**config.mk**
```make
export PLATFORM = sky130hd
export DESIGN_NAME = i2c_master_ctrl
export DESIGN_NICKNAME = d
export VERILOG_FILES = /design/src/rtl/i2c_ctrl_pkg.sv /design/src/rtl/i2c_quarter_timer.sv /design/src/rtl/i2c_master_ctrl.sv
export SDC_FILE = /design/constraint.sdc
export NUM_CORES = 1
export LEC_CHECK = 0
export ABC_AREA = 1
export ABC_CLOCK_PERIOD_IN_PS = 2300
export CAP_MARGIN = 40
export CORE_UTILIZATION = 45
export CTS_BUF_LIST = sky130_fd_sc_hd__clkbuf_4 sky130_fd_sc_hd__clkbuf_8 sky130_fd_sc_hd__clkbuf_16
export CTS_CLUSTER_SIZE = 20
export DETAILED_ROUTE_END_ITERATION = 12
export PLACE_DENSITY = 0.67
export REMOVE_ABC_BUFFERS = 1
export SYNTH_ARGS = -nofsm -noshare
export SYNTH_HDL_FRONTEND = slang
export SYNTH_SLANG_ARGS = --single-unit
```
**constraint.sdc**
```tcl
create_clock -name system_clock -period 2.3 [get_ports system_clock]
set_input_delay 0.46 -clock system_clock [delete_from_list [all_inputs] [get_ports system_clock]]
set_output_delay 0.46 -clock system_clock [all_outputs]
set_load 0.02 [all_outputs]
```
**src/rtl/i2c_ctrl_pkg.sv**
```systemverilog
// Shared opcodes, response codes and FSM encodings for the I2C master controller.
package i2c_ctrl_pkg;

    typedef enum logic [1:0] {
        OP_START = 2'd0,
        OP_WRITE = 2'd1,
        OP_READ  = 2'd2,
        OP_STOP  = 2'd3
    } op_e;

    typedef enum logic [1:0] {
        STS_OK       = 2'd0,
        STS_NACK     = 2'd1,
        STS_ARB_LOST = 2'd2,
        STS_ILLEGAL  = 2'd3
    } status_e;

    typedef logic [2:0] state_e;

    localparam state_e S_IDLE  = 3'd0;
    localparam state_e S_HOLD  = 3'd1;
    localparam state_e S_START = 3'd2;
    localparam state_e S_XFER  = 3'd3;
    localparam state_e S_STOP  = 3'd4;

    localparam int         BITS_PER_FRAME = 9;
    localparam logic [3:0] LAST_BIT       = 4'(BITS_PER_FRAME - 1);

endpackage

```
**src/rtl/i2c_quarter_timer.sv**
```systemverilog
// SCL quarter-period timer: CLK_DIV cycles per quarter, restartable at any quarter.
// Freezes (no progress, no strobe) while freeze is high; last is a single-cycle end-of-quarter strobe.
module i2c_quarter_timer #(
    parameter int CLK_DIV = 4
) (
    input  logic       system_clock,
    input  logic       reset_n,
    input  logic       start,
    input  logic [1:0] start_quarter,
    input  logic       freeze,
    output logic [1:0] quarter,
    output logic       last
);
    localparam int CW = (CLK_DIV > 1) ? $clog2(CLK_DIV) : 1;
    localparam logic [CW-1:0] CNT_MAX = CW'(CLK_DIV - 1);

    logic [CW-1:0] cnt;

    assign last = ~start & ~freeze & (cnt == CNT_MAX);

    always_ff @(posedge system_clock) begin
        if (!reset_n) begin
            cnt     <= '0;
            quarter <= 2'd0;
        end else if (start) begin
            cnt     <= '0;
            quarter <= start_quarter;
        end else if (!freeze) begin
            if (cnt == CNT_MAX) begin
                cnt     <= '0;
                quarter <= quarter + 2'd1;
            end else begin
                cnt <= cnt + 1'b1;
            end
        end
    end

endmodule

```
**src/rtl/i2c_master_ctrl.sv**
```systemverilog
// Command-driven I2C master: START/WRITE/READ/STOP over valid/ready, one response pulse per command.
// Latency 2*, 4* or 36*CLK_DIV cycles plus clock stretching; cmd_ready only in IDLE/HOLD, no response backpressure.
module i2c_master_ctrl #(
    parameter int CLK_DIV = 4
) (
    input  logic       system_clock,
    input  logic       reset_n,
    input  logic       cmd_valid,
    output logic       cmd_ready,
    input  logic [1:0] cmd_op,
    input  logic [7:0] cmd_data,
    input  logic       cmd_nack,
    output logic       rsp_valid,
    output logic [7:0] rsp_data,
    output logic [1:0] rsp_status,
    output logic       busy,
    output logic       scl_oe,
    output logic       sda_oe,
    input  logic       scl_in,
    input  logic       sda_in
);
    import i2c_ctrl_pkg::*;

    if (CLK_DIV < 2) begin : g_bad_clk_div
        $fatal(1, "i2c_master_ctrl: CLK_DIV must be >= 2");
    end

    state_e     state;
    logic [3:0] bit_idx;
    logic [7:0] tx_sr;
    logic [7:0] rx_sr;
    logic       is_read;
    logic       nack_bit;
    logic       ack_smp;

    logic [1:0] quarter;
    logic       q_last;
    logic       cmd_fire;
    logic       tmr_start;
    logic [1:0] start_quarter;
    logic       freeze;
    logic       last_bit;
    logic       bit_drive;
    logic       arb_lost;

    assign cmd_ready = (state == S_IDLE) || (state == S_HOLD);
    assign busy      = (state != S_IDLE);
    assign cmd_fire  = cmd_valid & cmd_ready;

    // Non-START commands in IDLE are rejected without touching the bus.
    assign tmr_start     = cmd_fire & ~((state == S_IDLE) & (cmd_op != OP_START));
    assign start_quarter = (state == S_IDLE) ? 2'd2 : 2'd0;
    assign freeze        = ~scl_oe & ~scl_in;
    assign last_bit      = (bit_idx == LAST_BIT);
    assign arb_lost      = ~is_read & ~last_bit & tx_sr[7] & ~sda_in;

    i2c_quarter_timer #(
        .CLK_DIV (CLK_DIV)
    ) u_qtimer (
        .system_clock  (system_clock),
        .reset_n       (reset_n),
        .start         (tmr_start),
        .start_quarter (start_quarter),
        .freeze        (freeze),
        .quarter       (quarter),
        .last          (q_last)
    );

    always_comb begin
        bit_drive = 1'b0;
        if (is_read) begin
            bit_drive = last_bit & ~nack_bit;
        end else begin
            bit_drive = ~last_bit & ~tx_sr[7];
        end
    end

    // Line drives are decoded from registered state/quarter, so a state change releases both lines at once.
    always_comb begin
        scl_oe = 1'b0;
        sda_oe = 1'b0;
        case (state)
            S_HOLD: begin
                scl_oe = 1'b1;
            end
            S_START: begin
                scl_oe = (quarter == 2'd0) || (quarter == 2'd3);
                sda_oe = quarter[1];
            end
            S_XFER: begin
                scl_oe = ~quarter[1];
                sda_oe = bit_drive;
            end
            S_STOP: begin
                scl_oe = (quarter == 2'd0);
                sda_oe = ~quarter[1];
            end
            default: begin
                scl_oe = 1'b0;
                sda_oe = 1'b0;
            end
        endcase
    end

    always_ff @(posedge system_clock) begin
        if (!reset_n) begin
            state      <= S_IDLE;
            bit_idx    <= 4'd0;
            tx_sr      <= 8'd0;
            rx_sr      <= 8'd0;
            is_read    <= 1'b0;
            nack_bit   <= 1'b0;
            ack_smp    <= 1'b0;
            rsp_valid  <= 1'b0;
            rsp_data   <= 8'd0;
            rsp_status <= STS_OK;
        end else begin
            rsp_valid <= 1'b0;
            case (state)
                S_IDLE: begin
                    if (cmd_fire) begin
                        if (cmd_op == OP_START) begin
                            state <= S_START;
                        end else begin
                            rsp_valid  <= 1'b1;
                            rsp_data   <= 8'd0;
                            rsp_status <= STS_ILLEGAL;
                        end
                    end
                end
                S_HOLD: begin
                    if (cmd_fire) begin
                        case (cmd_op)
                            OP_START: state <= S_START;
                            OP_STOP:  state <= S_STOP;
                            default: begin
                                state    <= S_XFER;
                                is_read  <= (cmd_op == OP_READ);
                                tx_sr    <= cmd_data;
                                nack_bit <= cmd_nack;
                                bit_idx  <= 4'd0;
                            end
                        endcase
                    end
                end
                S_START: begin
                    if (q_last && quarter == 2'd3) begin
                        state      <= S_HOLD;
                        rsp_valid  <= 1'b1;
                        rsp_data   <= 8'd0;
                        rsp_status <= STS_OK;
                    end
                end
                S_STOP: begin
                    if (q_last && quarter == 2'd3) begin
                        state      <= S_IDLE;
                        rsp_valid  <= 1'b1;
                        rsp_data   <= 8'd0;
                        rsp_status <= STS_OK;
                    end
                end
                S_XFER: begin
                    if (q_last && quarter == 2'd2) begin
                        if (arb_lost) begin
                            state      <= S_IDLE;
                            rsp_valid  <= 1'b1;
                            rsp_data   <= 8'd0;
                            rsp_status <= STS_ARB_LOST;
                        end else if (last_bit) begin
                            ack_smp <= sda_in;
                        end else if (is_read) begin
                            rx_sr <= {rx_sr[6:0], sda_in};
                        end
                    end
                    if (q_last && quarter == 2'd3) begin
                        if (last_bit) begin
                            state      <= S_HOLD;
                            rsp_valid  <= 1'b1;
                            rsp_data   <= is_read ? rx_sr : 8'd0;
                            rsp_status <= (!is_read && ack_smp) ? STS_NACK : STS_OK;
                        end else begin
                            bit_idx <= bit_idx + 4'd1;
                            tx_sr   <= {tx_sr[6:0], 1'b0};
                        end
                    end
                end
                default: begin
                    state <= S_IDLE;
                end
            endcase
        end
    end

endmodule
```
==> flow_summary_export.csv <==
group,metric,value,unit
run_status,status,"finished clean",
clocking,holdBufCountCts,0,
floorplanning,start_util,0.4813,
drt,top_layer_used,"met4",
clocking,htreeDepth,2,
synth,synth-compound-area-share,0.1775,
drt,drt-total-wl,4941,um
clocking,clockBufferDepth,2,
power_and_ir_drop,peakVddDrop,0.0003122,V
job,drv_cap,0,
clocking,clk_pin_slew,0.08,ns
synth,synthMuxAreaShare,0,
synth,synth-seq-area-share,0.3517,
critical_path,worstPathRequired,1.84,ns
synth,synth_edf_count,0,
clocking,numCtsBuffers,5,
timing,period_share,0.9537,
synth,synthTopCellsByArea,"dfxtp_1 (35%), nand2_1 (13%), a21oi_1 (7.5%), inv_1 (6.1%), ha_1 (5.4%)",
synth,ys_types,30,
synth,syn_area,2333,um^2
floorplanning,core-area,4848,um^2
critical_path,cp-end-kind,"output pin",
critical_path,crit_arrival,1.73,ns
drt,drtIter0Drc,109,
critical_path,path_class,"reg -> out",
critical_path,slowest_stage,"clkdlybuf4s50_1",
cells_and_area,fin_nets,398,
synth,postSynthAreaPerCell,7.315,um^2
drt,dr_wl_met2,2201,um
floorplanning,die_height,74.01,um
synth,synth_flop_cell,"dfxtp_1",
timing,setup_viol,0,
critical_path,worstPathCellList,"inv_2 > nor2_4 > nand2_1 > nand2_2 > clkdlybuf4s50_1",
clocking,clockRootBuffer,"clkbuf_8",
synth,synthAdderAreaFrac,0.05362,
drt,wl_per_cell,11.23,um
drt,firstDrtPassIters,6,
power_and_ir_drop,power,1.668,mW
synth,ys_seq_elements,41,
global_route,grt_pass1_wl,8431,um
synth,synth_top_area_cell,"dfxtp_1",
clocking,cts_tree,"built",
synth,synthTopCellsByCount,"nand2_1 (79), dfxtp_1 (41), inv_1 (38)",
synth,yosysMostFrequentCell,"nand2_1",
timing,whs,0.4640,ns
worst_hold_path,hold_path.class,"reg -> reg",
clocking,numClockSinks,41,
clocking,clk_latency,0.30,ns
drt,vias_per_cell,4.752,
cells_and_area,nFillCells,461,
drt,via_count,2091,
critical_path,crit_buf_inv,2,
floorplanning,die_area,5477,um^2
critical_path,cp-start-kind,"flip-flop",
timing,worstMarginPinSlew,0.4960,ns
timing,slew_headroom,0.6668,
place,dpl_cell_area,2885,um^2
timing,finalSetupTns,0,ns
timing,layout_min_cycle_time,2.194,ns
synth,yosys_warnings,0,
global_route,antenna_found_initial,0,
timing,skew,0.003891,ns
timing,rsz0062_at_grt,"no",
place,post-dp-hpwl,3776,um
cells_and_area,synthToLayoutAreaGrowth,28.20,%
floorplanning,rows,25,
global_route,grt_max_degree,30,
timing,fmax,455.9,MHz
timing,slew_viol_final,0,
global_route,grt_overflow,0,
place,place.port_buffers,30,
synth,synthXorXnorAreaFrac,0.003753,
synth,synth_cells,319,
floorplanning,die_width,74.01,um
drt,drc_errors,0,
clocking,cts_setup_buffers,0,
cells_and_area,final_cell_area,2992,um^2
drt,m1WireLength,2529,um
power_and_ir_drop,power.density,557.4,nW/um^2
drt,wl_met3,151,um
synth,synth_top_cell_area_share,0.3517,
place,routabilityCongestion,0.8290,
cells_and_area,drive_gt1_frac,0.1930,
synth,synth_top_family_by_area,"simple AND/OR/NAND/NOR gates",
critical_path,slowest_delay,0.62,ns
cells_and_area,antenna_cells,0,
critical_path,critPathTopFamily,"buffers and inverters",
critical_path,crit_fanout,5,
synth,async_reset_ff_frac,0,
global_route,grt_usage,0.2034,
floorplanning,io_pins,31,
synth,synth-simple-area-share,0.3196,
timing,hold_viol,0,
global_route,first_global_vias,1843,
power_and_ir_drop,p_leak,1.256,nW
drt,ant_nets,0,
[registers in the layout, summed over array words and instances (netlist names)]
| signal | count |
|---|---|
| rsp_valid | 1 |
| is_read | 1 |
| rsp_data | 8 |
| u_qtimer.cnt | 2 |
| ack_smp | 1 |
| u_qtimer.quarter | 2 |
| rx_sr | 8 |
| state | 3 |
| tx_sr | 8 |
| rsp_status | 2 |
| bit_idx | 4 |
| nack_bit | 1 |
[area by class of cell]
type | instances | area, um^2 | area share
Clock buffer | 7 | 96.34 | 0.03220
Clock inverter | 1 | 8.758 | 0.002928
Inverter | 43 | 161.4 | 0.05395
Multi-Input combinational cell | 226 | 1301 | 0.4350
Sequential cell | 41 | 820.8 | 0.2744
Tap cell | 67 | 83.83 | 0.02802
Timing Repair Buffer | 55 | 519.2 | 0.1736
[repair_timing]
item | in CTS | in global routing
cloned | 0 | 0
setup endpoints to repair | 2 | 1
gates resized for setup | 4 | 5
[cells in the final DEF (no fill, tap or decap), types with 2 or more instances in the layout]
cell and n:
a211oi_1 2, a211oi_2 7, a21oi_1 35, buf_12 3
buf_4 22, clkbuf_8 7, clkdlybuf4s50_1 28, dfxtp_1 41
ha_1 10, inv_1 38, inv_2 5, nand2_1 79
nand2_2 6, nand2_4 3, nand3_1 15, nand3_2 3
nand3_4 3, nand4_1 3, nand4_4 2, nor2_1 23
nor2_2 4, nor2_4 3, nor3_1 3, o21ai_0 16
o21ai_1 3
[path summary, 6_finish.rpt]
kind | slack (ns) | cells past startpoint | to | start
worst max register to register | 0.36 | 12 | rsp_data[3] | u_qtimer.quarter[0]
worst min register to register | 0.46 | 2 | tx_sr[0] | tx_sr[0]
worst max-delay path | 0.11 | 5 | cmd_ready | state[0]
worst min-delay path | 0.46 | 2 | tx_sr[0] | tx_sr[0]
[cells by family (layout without fill, tap and decap cells)]
| kind of cell | after synthesis | after routing |
|---|---|---|
| adder cells (fa/ha/maj) | 10 | 10 |
| buffers and inverters | 52 | 106 |
| flip-flops | 41 | 41 |
| XOR/XNOR | 1 | 1 |
| AO/OA/AOI/OAI | 67 | 67 |
| AND/OR/NAND/NOR | 148 | 148 |
[through the flow]
| stage | util | instances | setup slack, ns |
|---|---|---|---|
| after floorplan | - | 310 | 0.2595 |
| after global placement | 0.5951 | 432 | -0.01549 |
| after detailed placement | 0.5951 | 432 | -0.02206 |
| after CTS | 0.6170 | 440 | -0.04989 |
| after global routing | 0.6170 | 440 | 0.003582 |
| final | 0.6170 | 440 | 0.1064 |
[per-layer routing]
layer  up-vias  track usage
met5         -            0
met4         0      0.06838
met2        30       0.3071
li1       1142            -
met3         5      0.04607
met1       914       0.2863
[worst min-delay path: stages, from the launching register on]
cell     delay [ns]
dfxtp_1        0.31
nand2_1        0.06
a21oi_1        0.05
[report_power, final]
part | switching, mW | leakage (nW) | internal [mW] | total, mW
registers | 0.0173 | 0.332 | 0.738 | 0.755
logic | 0.215 | 0.870 | 0.156 | 0.371
clock network | 0.264 | 0.0549 | 0.277 | 0.541
total | 0.496 | 1.26 | 1.17 | 1.67
Note: power is estimated with default switching activity, not from simulation.
